## src/rtl/mem_arbiter.sv

```systemverilog
// mem_arbiter: shares one single-port memory between an instruction-fetch
// port and a data port. Data requests normally win; a starvation counter
// forces a fetch grant after STARVE_LIMIT consecutive data grants made while
// a fetch was waiting. A BUSY-cycle watchdog aborts a transaction that gets no
// mem_ack within TIMEOUT cycles, returns zero data and sets a sticky err.
//
// Ports:
//   clk, reset            clock, asynchronous active-low reset
//   if_req/if_addr        fetch request and byte address (in)
//   if_rdata/if_ready     fetched word and one-cycle completion pulse (out)
//   dm_req/dm_we/dm_addr/dm_wdata   data request, direction, address, store data (in)
//   dm_rdata/dm_ready     load data and one-cycle completion pulse (out)
//   mem_req/mem_we/mem_addr/mem_wdata   request to the memory (out)
//   mem_ack/mem_rdata     memory completion and read data, same cycle (in)
//   err                   sticky timeout flag (out)
module mem_arbiter #(
    parameter int unsigned STARVE_LIMIT = 4,
    parameter int unsigned TIMEOUT      = 255
) (
    input  logic        clk,
    input  logic        reset,
    input  logic        if_req,
    input  logic [31:0] if_addr,
    output logic [31:0] if_rdata,
    output logic        if_ready,
    input  logic        dm_req,
    input  logic        dm_we,
    input  logic [31:0] dm_addr,
    input  logic [31:0] dm_wdata,
    output logic [31:0] dm_rdata,
    output logic        dm_ready,
    output logic        mem_req,
    output logic        mem_we,
    output logic [31:0] mem_addr,
    output logic [31:0] mem_wdata,
    input  logic        mem_ack,
    input  logic [31:0] mem_rdata,
    output logic        err
);

    localparam int unsigned DW = 32;
    localparam int unsigned SW = $clog2(STARVE_LIMIT + 2);
    localparam int unsigned TW = $clog2(TIMEOUT + 2);
    localparam logic [SW-1:0] STARVE_MAX = SW'(STARVE_LIMIT);
    localparam logic [TW-1:0] TMO_LAST   = TW'(TIMEOUT - 1);

    typedef enum logic [1:0] {
        IDLE   = 2'd0,
        BUSY_I = 2'd1,
        BUSY_D = 2'd2,
        DONE   = 2'd3
    } state_e;

    state_e          state_q, state_d;
    logic            mem_req_q, mem_req_d;
    logic            mem_we_q, mem_we_d;
    logic [DW-1:0]   mem_addr_q, mem_addr_d;
    logic [DW-1:0]   mem_wdata_q, mem_wdata_d;
    logic [DW-1:0]   if_rdata_q, if_rdata_d;
    logic [DW-1:0]   dm_rdata_q, dm_rdata_d;
    logic            if_ready_q, if_ready_d;
    logic            dm_ready_q, dm_ready_d;
    logic            err_q, err_d;
    logic [SW-1:0]   starve_q, starve_d;
    logic [TW-1:0]   tmo_q, tmo_d;

    logic            fetch_win_c;
    logic            tmo_hit_c;
    logic [DW-1:0]   rsp_data_c;

    // Fetch wins when it is alone, or when it has waited out STARVE_LIMIT data grants
    assign fetch_win_c = if_req && (!dm_req || (starve_q == STARVE_MAX));
    assign tmo_hit_c   = (tmo_q == TMO_LAST);
    // An aborted transaction returns zero; a real ack wins over a same-cycle timeout
    assign rsp_data_c  = mem_ack ? mem_rdata : '0;

    // State and datapath registers
    always_ff @(posedge clk or negedge reset) begin
        if (!reset) begin
            state_q     <= IDLE;
            mem_req_q   <= 1'b0;
            mem_we_q    <= 1'b0;
            mem_addr_q  <= '0;
            mem_wdata_q <= '0;
            if_rdata_q  <= '0;
            dm_rdata_q  <= '0;
            if_ready_q  <= 1'b0;
            dm_ready_q  <= 1'b0;
            err_q       <= 1'b0;
            starve_q    <= '0;
            tmo_q       <= '0;
        end else begin
            state_q     <= state_d;
            mem_req_q   <= mem_req_d;
            mem_we_q    <= mem_we_d;
            mem_addr_q  <= mem_addr_d;
            mem_wdata_q <= mem_wdata_d;
            if_rdata_q  <= if_rdata_d;
            dm_rdata_q  <= dm_rdata_d;
            if_ready_q  <= if_ready_d;
            dm_ready_q  <= dm_ready_d;
            err_q       <= err_d;
            starve_q    <= starve_d;
            tmo_q       <= tmo_d;
        end
    end

    // Next-state and output logic
    always_comb begin
        state_d     = state_q;
        mem_we_d    = mem_we_q;
        mem_addr_d  = mem_addr_q;
        mem_wdata_d = mem_wdata_q;
        if_rdata_d  = if_rdata_q;
        dm_rdata_d  = dm_rdata_q;
        if_ready_d  = 1'b0;
        dm_ready_d  = 1'b0;
        err_d       = err_q;
        starve_d    = starve_q;
        tmo_d       = tmo_q;

        case (state_q)
            IDLE: begin
                if (fetch_win_c) begin
                    state_d     = BUSY_I;
                    mem_addr_d  = if_addr;
                    mem_we_d    = 1'b0;
                    mem_wdata_d = '0;
                    starve_d    = '0;
                    tmo_d       = '0;
                end else if (dm_req) begin
                    state_d     = BUSY_D;
                    mem_addr_d  = dm_addr;
                    mem_we_d    = dm_we;
                    mem_wdata_d = dm_wdata;
                    tmo_d       = '0;
                    if (if_req && (starve_q != STARVE_MAX)) begin
                        starve_d = starve_q + SW'(1);
                    end
                end
            end
            BUSY_I, BUSY_D: begin
                if (mem_ack || tmo_hit_c) begin
                    state_d  = DONE;
                    mem_we_d = 1'b0;
                    if (!mem_ack) begin
                        err_d = 1'b1;
                    end
                    if (state_q == BUSY_I) begin
                        if_rdata_d = rsp_data_c;
                        if_ready_d = 1'b1;
                    end else begin
                        dm_ready_d = 1'b1;
                        if (!mem_we_q) begin
                            dm_rdata_d = rsp_data_c;
                        end
                    end
                end else begin
                    tmo_d = tmo_q + TW'(1);
                end
            end
            DONE: begin
                // One dead cycle so the requester can retire its request first
                state_d = IDLE;
            end
            default: begin
                state_d = IDLE;
            end
        endcase

        mem_req_d = (state_d == BUSY_I) || (state_d == BUSY_D);
    end

    assign mem_req   = mem_req_q;
    assign mem_we    = mem_we_q;
    assign mem_addr  = mem_addr_q;
    assign mem_wdata = mem_wdata_q;
    assign if_rdata  = if_rdata_q;
    assign dm_rdata  = dm_rdata_q;
    assign if_ready  = if_ready_q;
    assign dm_ready  = dm_ready_q;
    assign err       = err_q;

endmodule

```

## config.mk

```make
export PLATFORM = sky130hd
export DESIGN_NAME = mem_arbiter
export DESIGN_NICKNAME = d
export VERILOG_FILES = /design/src/rtl/mem_arbiter.sv
export SDC_FILE = /design/constraint.sdc
export NUM_CORES = 1
export LEC_CHECK = 0
export ABC_AREA = 0
export CAP_MARGIN = 20
export CORE_ASPECT_RATIO = 0.75
export CORE_MARGIN = 8
export CORE_UTILIZATION = 46
export DETAILED_ROUTE_END_ITERATION = 16
export PLACE_DENSITY = 0.95
export SLEW_MARGIN = 40
export SYNTH_ARGS = -nofsm -noshare
export SYNTH_HDL_FRONTEND = slang
export SYNTH_SLANG_ARGS = --single-unit
export TNS_END_PERCENT = 5
```

## constraint.sdc

```tcl
create_clock -name clk -period 2.95 [get_ports clk]
set_clock_uncertainty 0.1 [all_clocks]
set_input_delay 0.885 -clock clk [delete_from_list [all_inputs] [get_ports clk]]
set_output_delay 0.885 -clock clk [all_outputs]
set_load 0.02 [all_outputs]
```

==> qor.csv, run 1 <==
metric,value,unit
status,"complete, no violations",
post-CTS resize count,0,
Worst Setup Path Type,reg2out,
vias in the first global route,5724,
# setup viols final,0,
crit start category,flip-flop,
CTS tree,built,
number of buffers added to fix hold violations after cts,0,
final max-slew violation count,0,
routability congestion estimate from global placement,0.808,
top post-synthesis cells by area,"sky130_fd_sc_hd__dfrtp_1 (58%), sky130_fd_sc_hd__a32o_1 (10%), sky130_fd_sc_hd__nand2_1 (6.5%)",
count of mapped cells out of synthesis,554,
dominant cell by count in the synthesized netlist,sky130_fd_sc_hd__dfrtp_1,
top achievable clock speed,0.405,GHz
number of antenna violations at the first check in global routing,0,
Final Hold Fails,0,
"Clk Latency, worst-skew pair",0.40,ns
total clock buffers created by CTS,17,
standard cell core area,0.0136,mm^2
sequential share of the synthesized area,58.2,%
average cell area after synthesis,11.4,um^2
total number of yosys warnings,0,
num rows,37,
largest buffer count on any clock path,2,
die height,118,um
area overhead of the layout relative to synthesis,53.3,%
combinational group share of total power,48.2,%
number of max-cap violations,0,
register bit total from synthesis,147,
cell area after technology mapping,0.00632,mm^2
worst path bufs/invs,1,
fraction of final layout cells with drive strength greater than 1,7.45,%
RSZ-0062 raised after global routing,no,
crit path time final,2.47,ns
Post-Route Hold Slack,0.320,ns
wire length per cell after detailed routing,19.6,um
slowest cell delay on critical path,0.68,ns
GRT Resource Usage Total,22.2,%
Final ANT Viol Nets,0,
drt total wl,19500,um
horizontal die dimension,151,um
post-DP HPWL,14600,um
Initial Util,46.6,%
measured slew at the worst slew-check pin,0.655,ns
kind of capture point of the worst setup path,primary output,
async set-or-reset flop fraction in the synthesized netlist,100,%
clock transition at the registers of the reported paths,0.06,ns
maximum number of pins on one net before global-route repair,120,
number of remaining DRC errors,0,
top_reg_cell synth,sky130_fd_sc_hd__dfrtp_1,
buffers inserted during post-CTS setup optimization,0,
final net count,946,
net switching power figure,0.00424,W
area of the die,0.0178,mm^2
cell types with the highest counts after synthesis,"sky130_fd_sc_hd__dfrtp_1 (147), sky130_fd_sc_hd__nand2_1 (110), sky130_fd_sc_hd__a32o_1 (64)",
number of design-rule violations left by the first detailed-router iteration,389,
vias per inst,5.46,
worst-path cell with the longest stage delay,sky130_fd_sc_hd__clkdlybuf4s50_1,
syn_nets,694,
worst min-delay path category,in2async,
via count,5427,
clock tree root driver cell,sky130_fd_sc_hd__clkbuf_16,
Port Buffers,266,
Synth cell types,50,
H-Tree Level Count,4,
summed negative setup slack over all endpoints,0,ns
leakage,4.31,nW
list of cells traversed by the critical path,clkdlybuf4s50_1,
count of clock tree sinks,147,
kind of cell with the highest combined delay on the critical path,buffers and inverters,
placed insts,962,
data required time of the critical path,1.97,ns
io pins,267,
crit path max fanout,4,
WP data arrival,1.49,ns
first-pass iteration count of the detailed router,5,
internal power component,0.00657,W
largest area contributor in the synthesized netlist,sky130_fd_sc_hd__dfrtp_1,
share of total power in the clock network,20.3,%
Cell Pwr Density,1110,mW/mm^2
final antenna diode count,0,
final std cells w/o fill,994,
proportion of total power due to net switching,39.2,%
area share of the largest cell type after synthesis,58.2,%
fin area,0.00969,mm^2
maximum vdd drop,1080,uV
Worst slew margin,56.4,%
global-route wire length before repair,31300,um
number of flops mapped to enable cells by yosys,0,
Final Cycle Share,83.8,%
area of placed instances,0.00909,mm^2
residual overflow from global routing,0,
proportion of power drawn by flip-flops and latches,31.5,%
## placed cells by master (no fill, tap or decap), types with 3 or more instances in the layout
cell                                n
sky130_fd_sc_hd__buf_4              7
sky130_fd_sc_hd__o211ai_1           4
sky130_fd_sc_hd__o21ai_1           20
sky130_fd_sc_hd__clkdlybuf4s50_1  264
sky130_fd_sc_hd__mux2i_1           32
sky130_fd_sc_hd__ha_1               6
sky130_fd_sc_hd__inv_6              5
sky130_fd_sc_hd__nand2b_1           6
sky130_fd_sc_hd__a32o_1            64
sky130_fd_sc_hd__nand4_1            4
sky130_fd_sc_hd__buf_12             5
sky130_fd_sc_hd__inv_1              7
sky130_fd_sc_hd__nand3_1           11
sky130_fd_sc_hd__nor3b_1            3
sky130_fd_sc_hd__clkinvlp_4         4
sky130_fd_sc_hd__o21ai_0           51
sky130_fd_sc_hd__dfrtp_1          147
sky130_fd_sc_hd__nand2_1          109
sky130_fd_sc_hd__clkbuf_16         17
## per-stage QoR
step | util, % | setup WS (ns) | power [W]
floorplan | - | 0.935 | 0.00621
global placement | 67.0 | 0.327 | 0.00849
detailed placement | 67.0 | 0.242 | 0.00868
CTS | 71.5 | 0.449 | 0.0109
global route | 71.5 | 0.416 | 0.0114
finish | 71.5 | 0.478 | 0.0108
## cell type report
type                       count  area [um^2]
sequential                   147         3680
clock inverter                14          165
fill                         968         3870
timing repair buffer         278         2810
clock buffer                  18          439
tap                          175          219
inverter                       7         26.3
multi-input combinational    355         2350
## sequential cells by signal, summed over array words and instances (netlist names)
signal     count
mem_addr      32
mem_wdata     32
mem_req        1
if_ready       1
mem_we         1
starve_q       3
dm_ready       1
err            1
dm_rdata      32
state_q        2
tmo_q          9
if_rdata      32
## worst paths after layout
| kind | end | slack [ns] | from | depth (start not counted) |
|---|---|---|---|---|
| min | if_rdata[17] | 0.32 | reset | 1 |
| min in group clk | err | 0.36 | err | 1 |
| min reg2reg | err | 0.36 | err | 1 |
| max reg2reg | if_rdata[12] | 0.78 | tmo_q[0] | 6 |
| max | mem_we | 0.48 | mem_we | 1 |
| max in group asynchronous | mem_addr[10] | 1.79 | reset | 2 |
## metal layers
layer / share of wire [%] / routed length, um / GRT usage (%) / up-vias
met4: 2.1 / 418 / 7.40 / 0
met1: 40 / 7750 / 26.7 / 2676
met3: 7.1 / 1400 / 7.18 / 28
met5: 0 / 0 / 0 / -
li1: - / - / - / 2534
met2: 51 / 9970 / 36.8 / 189
## power groups by stage
stage | Combinational [W] | Sequential (W) | Clock (W)
2_1_floorplan | 0.00183 | 0.00438 | 0
3_3_place_gp | 0.00513 | 0.00337 | 0
3_5_place_dp | 0.00525 | 0.00343 | 0
4_1_cts | 0.00528 | 0.00340 | 0.00224
5_1_grt | 0.00557 | 0.00351 | 0.00234
6_report | 0.00521 | 0.00340 | 0.00219
## cell families after synthesis
logic type	after synthesis	synth area share (%)
AO/OA/AOI/OAI	162	19.3
adder cells (fa/ha/maj)	6	1.19
buffers and inverters	52	4.77
flip-flops	147	58.2
multiplexers	34	5.42
AND/OR/NAND/NOR	153	11.1
Note: power is estimated with default switching activity, not from simulation.
==> run 2, diff against run 1 <==
--- a/config.mk
+++ b/config.mk
@@ -9,9 +9,9 @@
 export CAP_MARGIN = 20
 export CORE_ASPECT_RATIO = 0.75
 export CORE_MARGIN = 8
-export CORE_UTILIZATION = 46
+export CORE_UTILIZATION = 43
 export DETAILED_ROUTE_END_ITERATION = 16
-export PLACE_DENSITY = 0.95
+export PLACE_DENSITY = 0.92
 export SLEW_MARGIN = 40
 export SYNTH_ARGS = -nofsm -noshare
 export SYNTH_HDL_FRONTEND = slang
==> constraint.sdc (replaced) <==
create_clock -name clk -period 2.45 [get_ports clk]
set_clock_uncertainty 0.1 [all_clocks]
set_input_delay 0.735 -clock clk [delete_from_list [all_inputs] [get_ports clk]]
set_output_delay 0.735 -clock clk [all_outputs]
set_load 0.02 [all_outputs]
==> run 2 against run 1 <==
Effect of this change: global-route usage shrank 1.0 points; critical path depth unchanged; flip-flop and latch count stayed put.
==> qor.csv, run 2 (synthesis gave the netlist of run 1 again) <==
metric,value,unit,change
status,"complete, no violations",,unchanged
crit path time final,2.30,ns,
number of design-rule violations left by the first detailed-router iteration,400,,was 389
post-CTS resize count,0,,unchanged
# setup viols final,0,,unchanged
"Clk Latency, worst-skew pair",0.40,ns,about the same
clock transition at the registers of the reported paths,0.07,ns,was 0.06 ns
total clock buffers created by CTS,17,,unchanged
measured slew at the worst slew-check pin,0.656,ns,was 0.655 ns
first-pass iteration count of the detailed router,5,,unchanged
worst-path cell with the longest stage delay,sky130_fd_sc_hd__clkdlybuf4s50_1,,unchanged
cell depth of the worst flop-to-flop path,6,,unchanged
residual overflow from global routing,0,,unchanged
list of cells traversed by the critical path,clkdlybuf4s50_1,,unchanged
GRT Resource Usage Total,21.2,%,was 22.2%
area of placed instances,0.00918,mm^2,was 0.00909 mm^2
Reg-to-Reg End,if_rdata[20],,was if_rdata[12]
kind of capture point of the worst setup path,primary output,,unchanged
routability congestion estimate from global placement,0.797,,was 0.808
post-DP HPWL,14900,um,was 14600 um
num rows,38,,was 37
H-Tree Level Count,4,,unchanged
crit start category,flip-flop,,unchanged
final max-slew violation count,0,,unchanged
WP data arrival,1.46,ns,was 1.49 ns
"most common cell after layout, fill and taps aside",sky130_fd_sc_hd__clkdlybuf4s50_1,,unchanged
buffers inserted during post-CTS setup optimization,0,,unchanged
setup slack on the worst flop-to-flop path,0.23,ns,was 0.78 ns
CTS tree,built,,unchanged
kind of cell with the highest combined delay on the critical path,buffers and inverters,,unchanged
slowest cell delay on critical path,0.66,ns,was 0.68 ns
Final ANT Viol Nets,0,,unchanged
via count,5416,,was 5427
number of remaining DRC errors,0,,unchanged
data required time of the critical path,1.62,ns,was 1.97 ns
clock tree root driver cell,sky130_fd_sc_hd__clkbuf_16,,unchanged
vias in the first global route,5644,,was 5724
number of antenna violations at the first check in global routing,0,,unchanged
maximum vdd drop,669,uV,was 1080 uV
overall power after layout,0.0129,W,was 0.0108 W
final net count,955,,was 946
Cell Pwr Density,1330,mW/mm^2,was 1110 mW/mm^2
Worst Setup Path Type,reg2out,,unchanged
die height,121,um,was 118 um
count of clock tree sinks,147,,unchanged
Initial Util,43.9,%,was 46.6%
Port Buffers,266,,unchanged
filler cell count in the final layout,1097,,was 968
Worst slew margin,56.3,%,was 56.4%
leakage,4.33,nW,was 4.31 nW
global-route wire length before repair,31300,um,about the same
maximum number of pins on one net before global-route repair,129,,was 120
Final Cycle Share,93.7,%,
final core area utilization,67.6,%,was 71.5%
horizontal die dimension,156,um,was 151 um
final antenna diode count,0,,unchanged
summed negative setup slack over all endpoints,0,ns,unchanged
crit path max fanout,4,,unchanged
fraction of final layout cells with drive strength greater than 1,8.45,%,was 7.45%
top achievable clock speed,0.436,GHz,
number of buffers added to fix hold violations after cts,0,,unchanged
largest buffer count on any clock path,2,,unchanged
vias per inst,5.27,,was 5.46
Final Hold Fails,0,,unchanged
area of the die,0.0189,mm^2,was 0.0178 mm^2
wire length per cell after detailed routing,19.3,um,was 19.6 um
reg-to-reg critical path startpoint,tmo_q[0],,unchanged
RSZ-0062 raised after global routing,no,,unchanged
highest-count cells in the layout ignoring fill and taps,"sky130_fd_sc_hd__clkdlybuf4s50_1 (264), sky130_fd_sc_hd__dfrtp_1 (147), sky130_fd_sc_hd__nand2_1 (109), sky130_fd_sc_hd__a32o_1 (64), sky130_fd_sc_hd__o21ai_0 (51)",,unchanged
io pins,267,,unchanged
area overhead of the layout relative to synthesis,54.1,%,was 53.3%
worst min-delay path category,in2async,,unchanged
drt total wl,19800,um,was 19500 um
standard cell core area,0.0144,mm^2,was 0.0136 mm^2
number of max-cap violations,0,,unchanged
fin area,0.00974,mm^2,was 0.00969 mm^2
worst path bufs/invs,1,,unchanged
## run 2: cell count changes in the layout (fill, tap and decap cells not counted), sizes merged
cell and delta:
buf +9, bufinv -2, clkinv +2, clkbuf +1
clkinvlp -1
## run 2: worst max path at each step
stage / start / to / cells after the start
CTS: mem_we / mem_we / 1
global route: state_q[0] / tmo_q[4] / 6
detailed placement: dm_req / mem_addr[14] / 6
finish: mem_we / mem_we / 1
floorplan: dm_req / tmo_q[8] / 5
global placement: dm_req / mem_addr[26] / 6
## run 2: report_power, final
part	switching, W	internal [W]	leakage [nW]
combinational	0.00343	0.00290	2.21
sequential	0.000617	0.00349	1.86
clock	0.00109	0.00138	0.270
total	0.00514	0.00777	4.33
## run 2: final cells by class
type | instances | area [um^2] | area share [%]
repair buffers | 287 | 2870 | 29.4
multi-input cells | 355 | 2350 | 24.2
clock buffers | 19 | 453 | 4.65
well taps | 200 | 250 | 2.57
clock inverters | 13 | 113 | 1.16
flip-flops and latches | 147 | 3680 | 37.8
inverters | 7 | 26.3 | 0.270
## run 2: metrics by stage
step / instances / hold WS, ns / setup slack, ns
5_1_grt: 1028 / 0.201 / 0.0811
3_3_place_gp: 996 / 0.360 / -0.0141
2_1_floorplan: 554 / 0.339 / 0.585
4_1_cts: 1028 / 0.191 / 0.127
3_5_place_dp: 996 / 0.365 / -0.0685
6_report: 1028 / 0.178 / 0.155
## run 2: per-layer routing
layer | global-route usage [%] | vias up | part of all wire [%]
li1 | - | 2549 | -
met5 | 0 | - | 0
met2 | 37.5 | 190 | 53
met4 | 7.62 | 0 | 2.1
met3 | 5.30 | 27 | 6.1
met1 | 24.6 | 2650 | 39
